[config.mk]
export PLATFORM = sky130hd
export DESIGN_NAME = pipe_trace_monitor_flat
export DESIGN_NICKNAME = d
export VERILOG_FILES = /design/src/rtl/pipe_trace_monitor_pkg.sv /design/src/rtl/pipe_trace_monitor_if.sv /design/src/rtl/pipe_trace_monitor_ram.sv /design/src/rtl/pipe_trace_monitor.sv /design/src/flat_wrapper.sv
export SDC_FILE = /design/constraint.sdc
export NUM_CORES = 2
export LEC_CHECK = 0
export CORE_AREA = 2 2 484 486
export DETAILED_ROUTE_END_ITERATION = 7
export DIE_AREA = 0 0 486 488
export PLACE_DENSITY = 0.61
export REMOVE_ABC_BUFFERS = 1
export SKIP_CTS_REPAIR_TIMING = 1
export SYNTH_ARGS = -nofsm -noshare
export SYNTH_HDL_FRONTEND = slang
export SYNTH_HIERARCHICAL = 1
export SYNTH_SLANG_ARGS = --single-unit
[constraint.sdc]
create_clock -name clk -period 16.4 [get_ports clk]
set_input_delay 4.92 -clock clk [delete_from_list [all_inputs] [get_ports clk]]
set_output_delay 4.92 -clock clk [all_outputs]
set_load 0.02 [all_outputs]
[src/rtl/pipe_trace_monitor_pkg.sv]
// Shared types for the AK-16 pipeline trace monitor: FSM states, capture modes
// and the fixed low-order field offsets of a trace entry.
package ak16_trace_pkg;

   typedef enum logic [1:0] {
      ST_IDLE    = 2'd0,
      ST_CAPTURE = 2'd1,
      ST_DRAIN   = 2'd2,
      ST_DONE    = 2'd3
   } trace_state_e;

   localparam logic [1:0] MODE_WRAP         = 2'd0;
   localparam logic [1:0] MODE_STOP_ON_FULL = 2'd1;

   // Entry layout, LSB first: flush, stall, wb_reg_write, then the per-stage RD fields.
   localparam int FLUSH_OFF = 0;
   localparam int STALL_OFF = 1;
   localparam int WBW_OFF   = 2;
   localparam int RDS_OFF   = 3;

   function automatic int entry_width(int stages, int pc_w, int instr_w, int rd_w, int ts_w);
      return ts_w + pc_w + 2 * instr_w + (stages - 2) * rd_w + 3;
   endfunction

endpackage

[src/rtl/pipe_trace_monitor_if.sv]
// Snoop, control, readout and status bundle between the pipeline/host and the monitor.
interface pipe_trace_monitor_if
   import ak16_trace_pkg::*;
#(
   parameter int STAGES  = 6,
   parameter int PC_W    = 16,
   parameter int INSTR_W = 16,
   parameter int RD_W    = 4,
   parameter int DEPTH   = 32,
   parameter int TS_W    = 16
);
   localparam int ENTRY_W = entry_width(STAGES, PC_W, INSTR_W, RD_W, TS_W);
   localparam int CW      = $clog2(DEPTH) + 1;

   logic                         trace_en;
   logic                         clear;
   logic [1:0]                   mode;
   logic [PC_W-1:0]              if_pc;
   logic [INSTR_W-1:0]           if_instr;
   logic [INSTR_W-1:0]           id_instr;
   logic [(STAGES-2)*RD_W-1:0]   stage_rd;
   logic                         wb_reg_write;
   logic                         halted;
   logic                         stall;
   logic                         flush;
   logic                         rd_valid;
   logic                         rd_ready;
   logic [ENTRY_W-1:0]           rd_data;
   logic [CW-1:0]                count;
   logic                         full;
   logic                         overflow;
   logic                         done;
   logic                         timeout;

   modport slave (
      input  trace_en, clear, mode, if_pc, if_instr, id_instr, stage_rd,
             wb_reg_write, halted, stall, flush, rd_ready,
      output rd_valid, rd_data, count, full, overflow, done, timeout
   );

   modport master (
      output trace_en, clear, mode, if_pc, if_instr, id_instr, stage_rd,
             wb_reg_write, halted, stall, flush, rd_ready,
      input  rd_valid, rd_data, count, full, overflow, done, timeout
   );

endinterface

[src/rtl/pipe_trace_monitor_ram.sv]
// Trace storage: one synchronous write port, one asynchronous read port, storage not reset.
module trace_ram #(
   parameter int DEPTH = 32,
   parameter int WIDTH = 83
) (
   input  logic                     clk,
   input  logic                     we_i,
   input  logic [$clog2(DEPTH)-1:0] waddr_i,
   input  logic [WIDTH-1:0]         wdata_i,
   input  logic [$clog2(DEPTH)-1:0] raddr_i,
   output logic [WIDTH-1:0]         rdata_o
);

   logic [WIDTH-1:0] mem_q [DEPTH];

   always_ff @(posedge clk) begin
      if (we_i) begin
         mem_q[waddr_i] <= wdata_i;
      end
   end

   assign rdata_o = mem_q[raddr_i];

endmodule

[src/rtl/pipe_trace_monitor.sv]
// Pipeline trace/halt monitor: captures one entry per cycle into a circular buffer,
// drains after HALT (or stops on watchdog), then offers the buffer oldest-first.
module pipe_trace_monitor
   import ak16_trace_pkg::*;
#(
   parameter int STAGES       = 6,
   parameter int PC_W         = 16,
   parameter int INSTR_W      = 16,
   parameter int RD_W         = 4,
   parameter int DEPTH        = 32,
   parameter int DRAIN_CYCLES = 4,
   parameter int TIMEOUT_CYC  = 1000,
   parameter int TS_W         = 16
) (
   input  logic clk,
   input  logic rst_n,
   pipe_trace_monitor_if.slave bus
);

   localparam int ENTRY_W = entry_width(STAGES, PC_W, INSTR_W, RD_W, TS_W);
   localparam int AW      = $clog2(DEPTH);
   localparam int CW      = AW + 1;
   localparam int RDS_W   = (STAGES - 2) * RD_W;
   localparam int ID_OFF  = RDS_OFF + RDS_W;
   localparam int IFI_OFF = ID_OFF + INSTR_W;
   localparam int PC_OFF  = IFI_OFF + INSTR_W;
   localparam int TS_OFF  = PC_OFF + PC_W;
   localparam int WD_W    = $clog2(TIMEOUT_CYC + 1);
   localparam int DR_W    = $clog2(DRAIN_CYCLES + 2);

   trace_state_e        state_q, state_d;
   logic [AW-1:0]       wr_ptr_q, wr_ptr_d, rd_ptr_q, rd_ptr_d;
   logic [CW-1:0]       count_q, count_d;
   logic [TS_W-1:0]     ts_q, ts_d;
   logic [WD_W-1:0]     wd_q, wd_d;
   logic [DR_W-1:0]     drain_q, drain_d;
   logic                overflow_q, overflow_d, timeout_q, timeout_d;
   logic                is_full, capturing, we, pop, rd_valid;
   logic [ENTRY_W-1:0]  wdata, rdata;

   assign is_full   = (count_q == CW'(DEPTH));
   assign capturing = (state_q == ST_CAPTURE) || (state_q == ST_DRAIN);
   assign we        = capturing && !bus.clear && !(is_full && bus.mode == MODE_STOP_ON_FULL);
   assign rd_valid  = (state_q == ST_DONE) && (count_q != '0);
   assign pop       = rd_valid && bus.rd_ready && !bus.clear;

   always_comb begin
      wdata                      = '0;
      wdata[FLUSH_OFF]           = bus.flush;
      wdata[STALL_OFF]           = bus.stall;
      wdata[WBW_OFF]             = bus.wb_reg_write;
      wdata[RDS_OFF +: RDS_W]    = bus.stage_rd;
      wdata[ID_OFF +: INSTR_W]   = bus.id_instr;
      wdata[IFI_OFF +: INSTR_W]  = bus.if_instr;
      wdata[PC_OFF +: PC_W]      = bus.if_pc;
      wdata[TS_OFF +: TS_W]      = ts_q;
   end

   always_comb begin
      state_d    = state_q;
      timeout_d  = timeout_q;
      overflow_d = overflow_q;
      wr_ptr_d   = wr_ptr_q;
      rd_ptr_d   = rd_ptr_q;
      count_d    = count_q;
      ts_d       = capturing ? ts_q + TS_W'(1) : '0;
      wd_d       = (state_q == ST_CAPTURE) ? wd_q + WD_W'(1) : '0;
      drain_d    = (state_q == ST_DRAIN) ? drain_q + DR_W'(1) : '0;

      unique case (state_q)
         ST_IDLE: if (bus.trace_en) state_d = ST_CAPTURE;
         ST_CAPTURE: begin
            // Halt is checked first so it wins over a coincident watchdog expiry.
            if (bus.halted) begin
               state_d = (DRAIN_CYCLES == 0) ? ST_DONE : ST_DRAIN;
            end else if (wd_q == WD_W'(TIMEOUT_CYC - 1)) begin
               state_d   = ST_DONE;
               timeout_d = 1'b1;
            end
         end
         ST_DRAIN: if (drain_q == DR_W'(DRAIN_CYCLES - 1)) state_d = ST_DONE;
         default: ;
      endcase

      if (we) begin
         wr_ptr_d = wr_ptr_q + AW'(1);
         if (is_full) begin
            rd_ptr_d   = rd_ptr_q + AW'(1);
            overflow_d = 1'b1;
         end else begin
            count_d = count_q + CW'(1);
         end
      end else if (pop) begin
         rd_ptr_d = rd_ptr_q + AW'(1);
         count_d  = count_q - CW'(1);
      end

      if (bus.clear) begin
         state_d    = ST_IDLE;
         timeout_d  = 1'b0;
         overflow_d = 1'b0;
         wr_ptr_d   = '0;
         rd_ptr_d   = '0;
         count_d    = '0;
         ts_d       = '0;
         wd_d       = '0;
         drain_d    = '0;
      end
   end

   always_ff @(posedge clk or negedge rst_n) begin
      if (!rst_n) begin
         state_q    <= ST_IDLE;
         wr_ptr_q   <= '0;
         rd_ptr_q   <= '0;
         count_q    <= '0;
         ts_q       <= '0;
         wd_q       <= '0;
         drain_q    <= '0;
         overflow_q <= 1'b0;
         timeout_q  <= 1'b0;
      end else begin
         state_q    <= state_d;
         wr_ptr_q   <= wr_ptr_d;
         rd_ptr_q   <= rd_ptr_d;
         count_q    <= count_d;
         ts_q       <= ts_d;
         wd_q       <= wd_d;
         drain_q    <= drain_d;
         overflow_q <= overflow_d;
         timeout_q  <= timeout_d;
      end
   end

   trace_ram #(
      .DEPTH (DEPTH),
      .WIDTH (ENTRY_W)
   ) u_trace_ram (
      .clk     (clk),
      .we_i    (we),
      .waddr_i (wr_ptr_q),
      .wdata_i (wdata),
      .raddr_i (rd_ptr_q),
      .rdata_o (rdata)
   );

   // Gate the unreset RAM output so rd_data reads zero whenever nothing is offered.
   assign bus.rd_data  = rd_valid ? rdata : '0;
   assign bus.rd_valid = rd_valid;
   assign bus.count    = count_q;
   assign bus.full     = is_full;
   assign bus.overflow = overflow_q;
   assign bus.done     = (state_q == ST_DONE);
   assign bus.timeout  = timeout_q;

endmodule

[src/flat_wrapper.sv]
// flat-port wrapper written by rule: the top's interface ports become plain ports
module pipe_trace_monitor_flat import ak16_trace_pkg::*;
#(
   parameter int STAGES       = 6,
   parameter int PC_W         = 16,
   parameter int INSTR_W      = 16,
   parameter int RD_W         = 4,
   parameter int DEPTH        = 32,
   parameter int DRAIN_CYCLES = 4,
   parameter int TIMEOUT_CYC  = 1000,
   parameter int TS_W         = 16
)
  (clk, rst_n, bus_trace_en, bus_clear, bus_mode, bus_if_pc, bus_if_instr, bus_id_instr, bus_stage_rd, bus_wb_reg_write, bus_halted, bus_stall, bus_flush, bus_rd_ready, bus_rd_valid, bus_rd_data, bus_count, bus_full, bus_overflow, bus_done, bus_timeout);
  pipe_trace_monitor_if #(.STAGES(STAGES), .PC_W(PC_W), .INSTR_W(INSTR_W), .RD_W(RD_W), .DEPTH(DEPTH), .TS_W(TS_W)) bus_i ();
  input  logic clk;
  input  logic rst_n;
  input wire logic [$bits(bus_i.trace_en)-1:0] bus_trace_en;
  input wire logic [$bits(bus_i.clear)-1:0] bus_clear;
  input wire logic [$bits(bus_i.mode)-1:0] bus_mode;
  input wire logic [$bits(bus_i.if_pc)-1:0] bus_if_pc;
  input wire logic [$bits(bus_i.if_instr)-1:0] bus_if_instr;
  input wire logic [$bits(bus_i.id_instr)-1:0] bus_id_instr;
  input wire logic [$bits(bus_i.stage_rd)-1:0] bus_stage_rd;
  input wire logic [$bits(bus_i.wb_reg_write)-1:0] bus_wb_reg_write;
  input wire logic [$bits(bus_i.halted)-1:0] bus_halted;
  input wire logic [$bits(bus_i.stall)-1:0] bus_stall;
  input wire logic [$bits(bus_i.flush)-1:0] bus_flush;
  input wire logic [$bits(bus_i.rd_ready)-1:0] bus_rd_ready;
  output wire logic [$bits(bus_i.rd_valid)-1:0] bus_rd_valid;
  output wire logic [$bits(bus_i.rd_data)-1:0] bus_rd_data;
  output wire logic [$bits(bus_i.count)-1:0] bus_count;
  output wire logic [$bits(bus_i.full)-1:0] bus_full;
  output wire logic [$bits(bus_i.overflow)-1:0] bus_overflow;
  output wire logic [$bits(bus_i.done)-1:0] bus_done;
  output wire logic [$bits(bus_i.timeout)-1:0] bus_timeout;
  assign bus_i.trace_en = bus_trace_en;
  assign bus_i.clear = bus_clear;
  assign bus_i.mode = bus_mode;
  assign bus_i.if_pc = bus_if_pc;
  assign bus_i.if_instr = bus_if_instr;
  assign bus_i.id_instr = bus_id_instr;
  assign bus_i.stage_rd = bus_stage_rd;
  assign bus_i.wb_reg_write = bus_wb_reg_write;
  assign bus_i.halted = bus_halted;
  assign bus_i.stall = bus_stall;
  assign bus_i.flush = bus_flush;
  assign bus_i.rd_ready = bus_rd_ready;
  assign bus_rd_valid = bus_i.rd_valid;
  assign bus_rd_data = bus_i.rd_data;
  assign bus_count = bus_i.count;
  assign bus_full = bus_i.full;
  assign bus_overflow = bus_i.overflow;
  assign bus_done = bus_i.done;
  assign bus_timeout = bus_i.timeout;
  pipe_trace_monitor #(.STAGES(STAGES), .PC_W(PC_W), .INSTR_W(INSTR_W), .RD_W(RD_W), .DEPTH(DEPTH), .DRAIN_CYCLES(DRAIN_CYCLES), .TIMEOUT_CYC(TIMEOUT_CYC), .TS_W(TS_W)) u_core (.clk(clk), .rst_n(rst_n), .bus(bus_i));
endmodule
Word-level counts from Yosys, hierarchy flattened
Memory sizes are Yosys's and may differ from the RTL's.
Cells that the tools add are included.
{"block": "classes", "n_addsub": 7, "eq_ne": 13, "muxes": 32, "reduce_logical": 22}
{"op": "$mux 83", "n": 1}
{"op": "$mux 16", "n": 2}
{"op": "$mux 5", "n": 6}
{"op": "$mux 6", "n": 4}
{"op": "$mux 10", "n": 2}
{"op": "$add 16x1->16 const B", "n": 1}
{"op": "$add 10x1->10 const B", "n": 1}
{"op": "$add 5x1->5 const B", "n": 2}
{"op": "$eq 10x10->1 const B", "n": 1}
{"op": "$mux 2", "n": 5}
{"op": "$mux 1", "n": 9}
{"op": "$ne 3x3->1 const B", "n": 3}
{"op": "$reduce_bool 2->1", "n": 4}
{"op": "$add 6x1->6 const B", "n": 1}
{"op": "$eq 6x6->1 const B", "n": 1}
{"op": "$logic_and 1x1->1", "n": 6}
{"op": "$mux 3", "n": 2}
{"op": "$pmux 2 s3", "n": 1}
{"op": "$reduce_and 2->1", "n": 3}
{"op": "$reduce_bool 6->1", "n": 1}
{"op": "$sub 6x1->6 const B", "n": 1}
{"op": "$eq 2x1->1 const B", "n": 2}
{"op": "$eq 2x2->1 const B", "n": 2}
{"op": "$ne 4x4->1 const B", "n": 1}
{"op": "other kinds (11)", "n": 12}
{"block": "totals", "regBits": 49, "mem_bits_rw": 2656, "in_bits": 75, "out_inout_bits": 94, "wordCells": 84, "mem_count": 1}
{"memory": "u_core.u_trace_ram.mem_q", "depth": 32, "word_bits": 83, "rd": 1, "rd_ports_with_merged_regs": 0, "wr": 1, "line_no": "pipe_trace_monitor_ram.sv:14", "text": "logic [WIDTH-1:0] mem_q [DEPTH];"}

Depth between registers and ports, before layout
{"block": "logic_depth", "depth_word": 7, "mapped_depth": 13, "ltp_nobuf": 12}

Modules after synthesis
The synthesis kept the hierarchy.
{"module": "trace_ram", "instances": 1, "cells_per_inst": 4777, "area_per_inst_um2": 100941.8, "seq_area_each_um2": 79756.5}
{"module": "pipe_trace_monitor", "instances": 1, "cells_per_inst": 349, "area_per_inst_um2": 3116.7, "seq_area_each_um2": 1226.2}

Worst setup path after synthesis
Ideal clock, no wire load.
{"block": "synth_timing", "path_kind": "input-to-reg", "start": "in bus_clear", "end": "mem u_core.u_trace_ram.mem_q[12][0] (enable)", "setup_ps": 525, "arrival_time_ps": 9651, "t_required_ps": 15875, "slack_ps": 6224, "cell_stages": 7, "path_buffers": 2, "cell_sequence": "nand2b_1 > buf_2 > a31o_4 > inv_6 > or3b_2 > clkbuf_1 > nor2_1"}
{"block": "synth_between", "elab_chain_cells": 5}
{"item": "start, declared", "line_no": "flat_wrapper.sv:18", "text": "input wire logic [$bits(bus_i.clear)-1:0] bus_clear;"}
{"item": "$logic_not 1->1", "line_no": "pipe_trace_monitor.sv:43", "text": "assign we = capturing && !bus.clear && !(is_full && bus.mode == MODE_STOP_ON_FULL);"}
{"item": "$logic_and 1x1->1 (2 in a row)", "line_no": "pipe_trace_monitor.sv:43"}
{"item": "net u_core.we", "line_no": "pipe_trace_monitor.sv:38", "text": "logic is_full, capturing, we, pop, rd_valid;"}
{"item": "$mux 1", "line_no": "pipe_trace_monitor_ram.sv:17", "text": "if (we_i) begin"}
{"item": "$mux 1 (not written as such)", "line_no": "pipe_trace_monitor_ram.sv:18", "text": "mem_q[waddr_i] <= wdata_i;"}
{"item": "end, declared", "line_no": "pipe_trace_monitor_ram.sv:14"}
The timed path passes the listed nets, and every way through them passes these cells.

Worst setup path in the final report
{"block": "layout_timing", "start": "reg u_core.rd_ptr_q[0]", "end": "out bus_rd_data[58]"}
{"block": "layout_between", "elab_chain_cells": 2}
{"item": "start, declared", "line_no": "pipe_trace_monitor.sv:32", "text": "logic [AW-1:0] wr_ptr_q, wr_ptr_d, rd_ptr_q, rd_ptr_d;"}
{"item": "start signal, assigned", "line_no": "pipe_trace_monitor.sv:125", "text": "rd_ptr_q <= rd_ptr_d;"}
{"item": "$mem_v2 32x83"}
{"item": "net u_core.rdata[58]", "line_no": "pipe_trace_monitor.sv:39", "text": "logic [ENTRY_W-1:0] wdata, rdata;"}
{"item": "$mux 83", "line_no": "pipe_trace_monitor.sv:148", "text": "assign bus.rd_data = rd_valid ? rdata : '0;"}
{"item": "end, declared", "line_no": "flat_wrapper.sv:30", "text": "output wire logic [$bits(bus_i.rd_data)-1:0] bus_rd_data;"}
The timed path passes the listed nets, and every way through them passes these cells.

==> impl_metrics.env <==
export IMPL_drc_errors=0
export IMPL_gp_congestion=0.7597
export IMPL_fin_ws_ns=5.653
export IMPL_design_die_area_um2=237200
export IMPL_rows=177
export IMPL_totalWireLength_um=256000
export IMPL_multiInputGateArea_um2=21940
export IMPL_path_clk_slew_ns=0.06
export IMPL_regArea_um2=81000
export IMPL_gr_usage_all_layers_pct=21.46
export IMPL_drtPass1Iterations=5
export IMPL_syn_avg_cell_area_um2=20.30
export IMPL_dp_cells=8172
export IMPL_io_pins=169
export IMPL_hold_violations=0
export IMPL_hpwl_um=133400
export IMPL_synth_edff_count=2656
export IMPL_setup_viol=0
export IMPL_htree_num_levels=5
export IMPL_die_w_um=486
export IMPL_critPathArrivalTime_ns=5.83
export IMPL_via_per_inst=5.966
export IMPL_vias=51690
export IMPL_critical_path_startpoint_type="flop"
export IMPL_die_h_um=488
export IMPL_synthFlopType="edfxtp_1"
export IMPL_synth_cell_types=55
export IMPL_fmax_mhz=93.05
export IMPL_status="complete, no violations"
export IMPL_drt_iter0_markers=5350
export IMPL_wl_per_cell_um=29.54
export IMPL_fin_crit_sh_pct=65.53
export IMPL_cts_tree="done"
export IMPL_slew_viol_final=0
export IMPL_core_um2=231900
export IMPL_cts_buffer_depth=4
export IMPL_cts_made_buffers=291
export IMPL_end_kind="output pin"
export IMPL_holdCritPathClass="reg2reg"
export IMPL_syn_inst=5126
export IMPL_grt_overflow=0
export IMPL_async_reset_ff_share_pct=1.811
export IMPL_powerDensity_nw_per_um2=135.6
export IMPL_initial_utilization_pct=44.88
export IMPL_fin_nets=5512
export IMPL_required_ns=11.48
export IMPL_synth_seq_cells=2705
export IMPL_crit_type="reg2out"
export IMPL_syn_area_um2=104100
export IMPL_cap_violations=0
export IMPL_areaGrowthSynthToFinish_pct=13.54
export IMPL_fin_skew_ns=0.05112
export IMPL_yosysWarningCount=6
export IMPL_cts_num_sinks=2705
export IMPL_root_buffer="clkbuf_16"
export IMPL_grt_pass1_vias=52160
export IMPL_p_leak_uw=0.03560
export IMPL_ir_drop_mv=0.1679
export IMPL_grt_antenna_before_repair=13
export IMPL_n_fill_cell=18210
export IMPL_final_antenna_net_count=0
export IMPL_rsz0062_at_grt="no"
export IMPL_tightestPinTransition_ns=1.393
export IMPL_post_place_ws_ns=5.789
export IMPL_max_slew_margin_pct=6.885
export IMPL_critPathMaxFanout=52
export IMPL_finalCriticalPeriod_ns=10.75
export IMPL_clk_latency_ns=0.92
export IMPL_grt_pass1_wl_um=368700
export IMPL_yosysSeqAreaShare_pct=77.82
export IMPL_grt_max_degree=145
export IMPL_final_cells=8665
export IMPL_io_buffers=168
export IMPL_drive_above_1_share_pct=15.82
[flip-flops by register name (all words and copies together), names as in the netlist, 2 cells and up]
signal and flops:
u_core/bus.count 6, u_core/wr_ptr_q 5, u_core/rd_ptr_q 5, u_core/u_trace_ram/mem_q 2656, u_core/wd_q 10, u_core/drain_q 3
u_core/state_q 2, u_core/ts_q 16
[report_power, final]
part           total, uW  switching (uW)  internal [uW]
Sequential          7780            78.1           7710
Clock               6070            2550           3520
Combinational       2170            1260            914
Total              16000            3880          12100
[cell families after synthesis]
kind of cell	Yosys count	synth area share, %
and+or+nand+nor	474	2.422
DFF	2705	77.82
buffers and inverters	304	1.430
muxes	999	13.60
adders and majority gates	15	0.1876
AOI/OAI and AO/OA	601	4.300
xor gates and xnor gates	28	0.2357
[synth_stat cells, types with 14 or more instances]
cell type / count / area, um^2
buf_4: 40 / 300.3
clkbuf_1: 129 / 484.2
a31oi_1: 67 / 419.2
and2_1: 91 / 569.3
a21oi_1: 22 / 110.1
nor2b_1: 18 / 112.6
nand4_1: 34 / 212.7
nand3_1: 165 / 825.8
nor2_1: 85 / 319.1
xor2_1: 21 / 183.9
dfrtp_1: 49 / 1226
mux2i_1: 667 / 6676
edfxtp_1: 2656 / 79760
mux4_2: 332 / 7477
ha_1: 14 / 175.2
nand2_1: 31 / 116.4
a22o_1: 67 / 586.8
a22oi_1: 413 / 3100
buf_2: 110 / 550.5
[layout make-up]
type / count / share of cell area, %
Sequential cell: 2705 / 68.56
Multi-Input combinational cell: 2117 / 18.57
Clock buffer: 367 / 6.477
Tap cell: 3043 / 3.222
Timing Repair Buffer: 295 / 2.290
Clock inverter: 124 / 0.8419
Inverter: 12 / 0.04236
Antenna cell: 2 / 0.004236
[worst max-delay path: stages, from the launching register on]
cell and delay (ns):
dfrtp_4 0.92, buf_4 0.87, buf_4 0.89, mux4_2 0.61
a22o_1 0.27, a31oi_1 0.31, nand3_1 0.16, and2_1 0.17
clkdlybuf4s50_1 0.55
[cells in the final DEF, fill, tap and decap left out, types with 7 or more instances in the layout]
master,count
xor2_1,21
nor2b_4,7
ha_1,14
and2_1,90
clkinv_1,57
clkinv_2,37
bufinv_16,15
a21oi_1,22
clkbuf_16,295
buf_4,121
xnor2_1,7
inv_6,8
nor2_1,50
nand3_1,165
a31oi_1,67
inv_1,11
dfrtp_1,44
mux4_2,332
nor2_4,35
nand2_1,31
nor2b_1,10
edfxtp_1,2656
o21ai_0,7
a22o_1,67
clkdlybuf4s50_1,167
clkbuf_1,72
nor3_1,8
mux2i_1,667
nand4_1,34
nand2b_1,7
a22oi_1,413
[per-layer routing]
metal | track usage (%) | wire length (um)
met4 | 4.971 | 4808
met5 | 0 | 66
met2 | 33.62 | 120800
met3 | 4.431 | 19330
met1 | 31.06 | 111000
[path summary, 6_finish.rpt]
kind	start	to	slack, ns	depth (start not counted)
max	u_core/rd_ptr_q[0]	bus_rd_data[58]	5.65	8
min	u_core/drain_q[0]	u_core/drain_q[0]	0.44	1
max reg2reg	u_core/state_q[1]	u_core/u_trace_ram/mem_q[25][54]	10.99	9
min reg2reg	u_core/drain_q[0]	u_core/drain_q[0]	0.44	1
max in group asynchronous	rst_n	u_core/rd_ptr_q[2]	11.36	1
min in group asynchronous	rst_n	u_core/wd_q[0]	4.21	1
[stage by stage]
step           instance area (um^2)  TNS [ns]  hold slack, ns  power (uW)  utilization, %
6_report                     118200         0          0.4427       16020           50.96
5_1_grt                      118100         0          0.4565       16590           50.95
4_1_cts                      118100         0          0.4373       16170           50.95
3_5_place_dp                 109500         0          0.4297       10130           47.22
3_3_place_gp                 109500         0          0.4251       10120           47.22
2_1_floorplan                102600  -1666.64          0.4099       10350               -
Power figures use the tool's default switching activity.
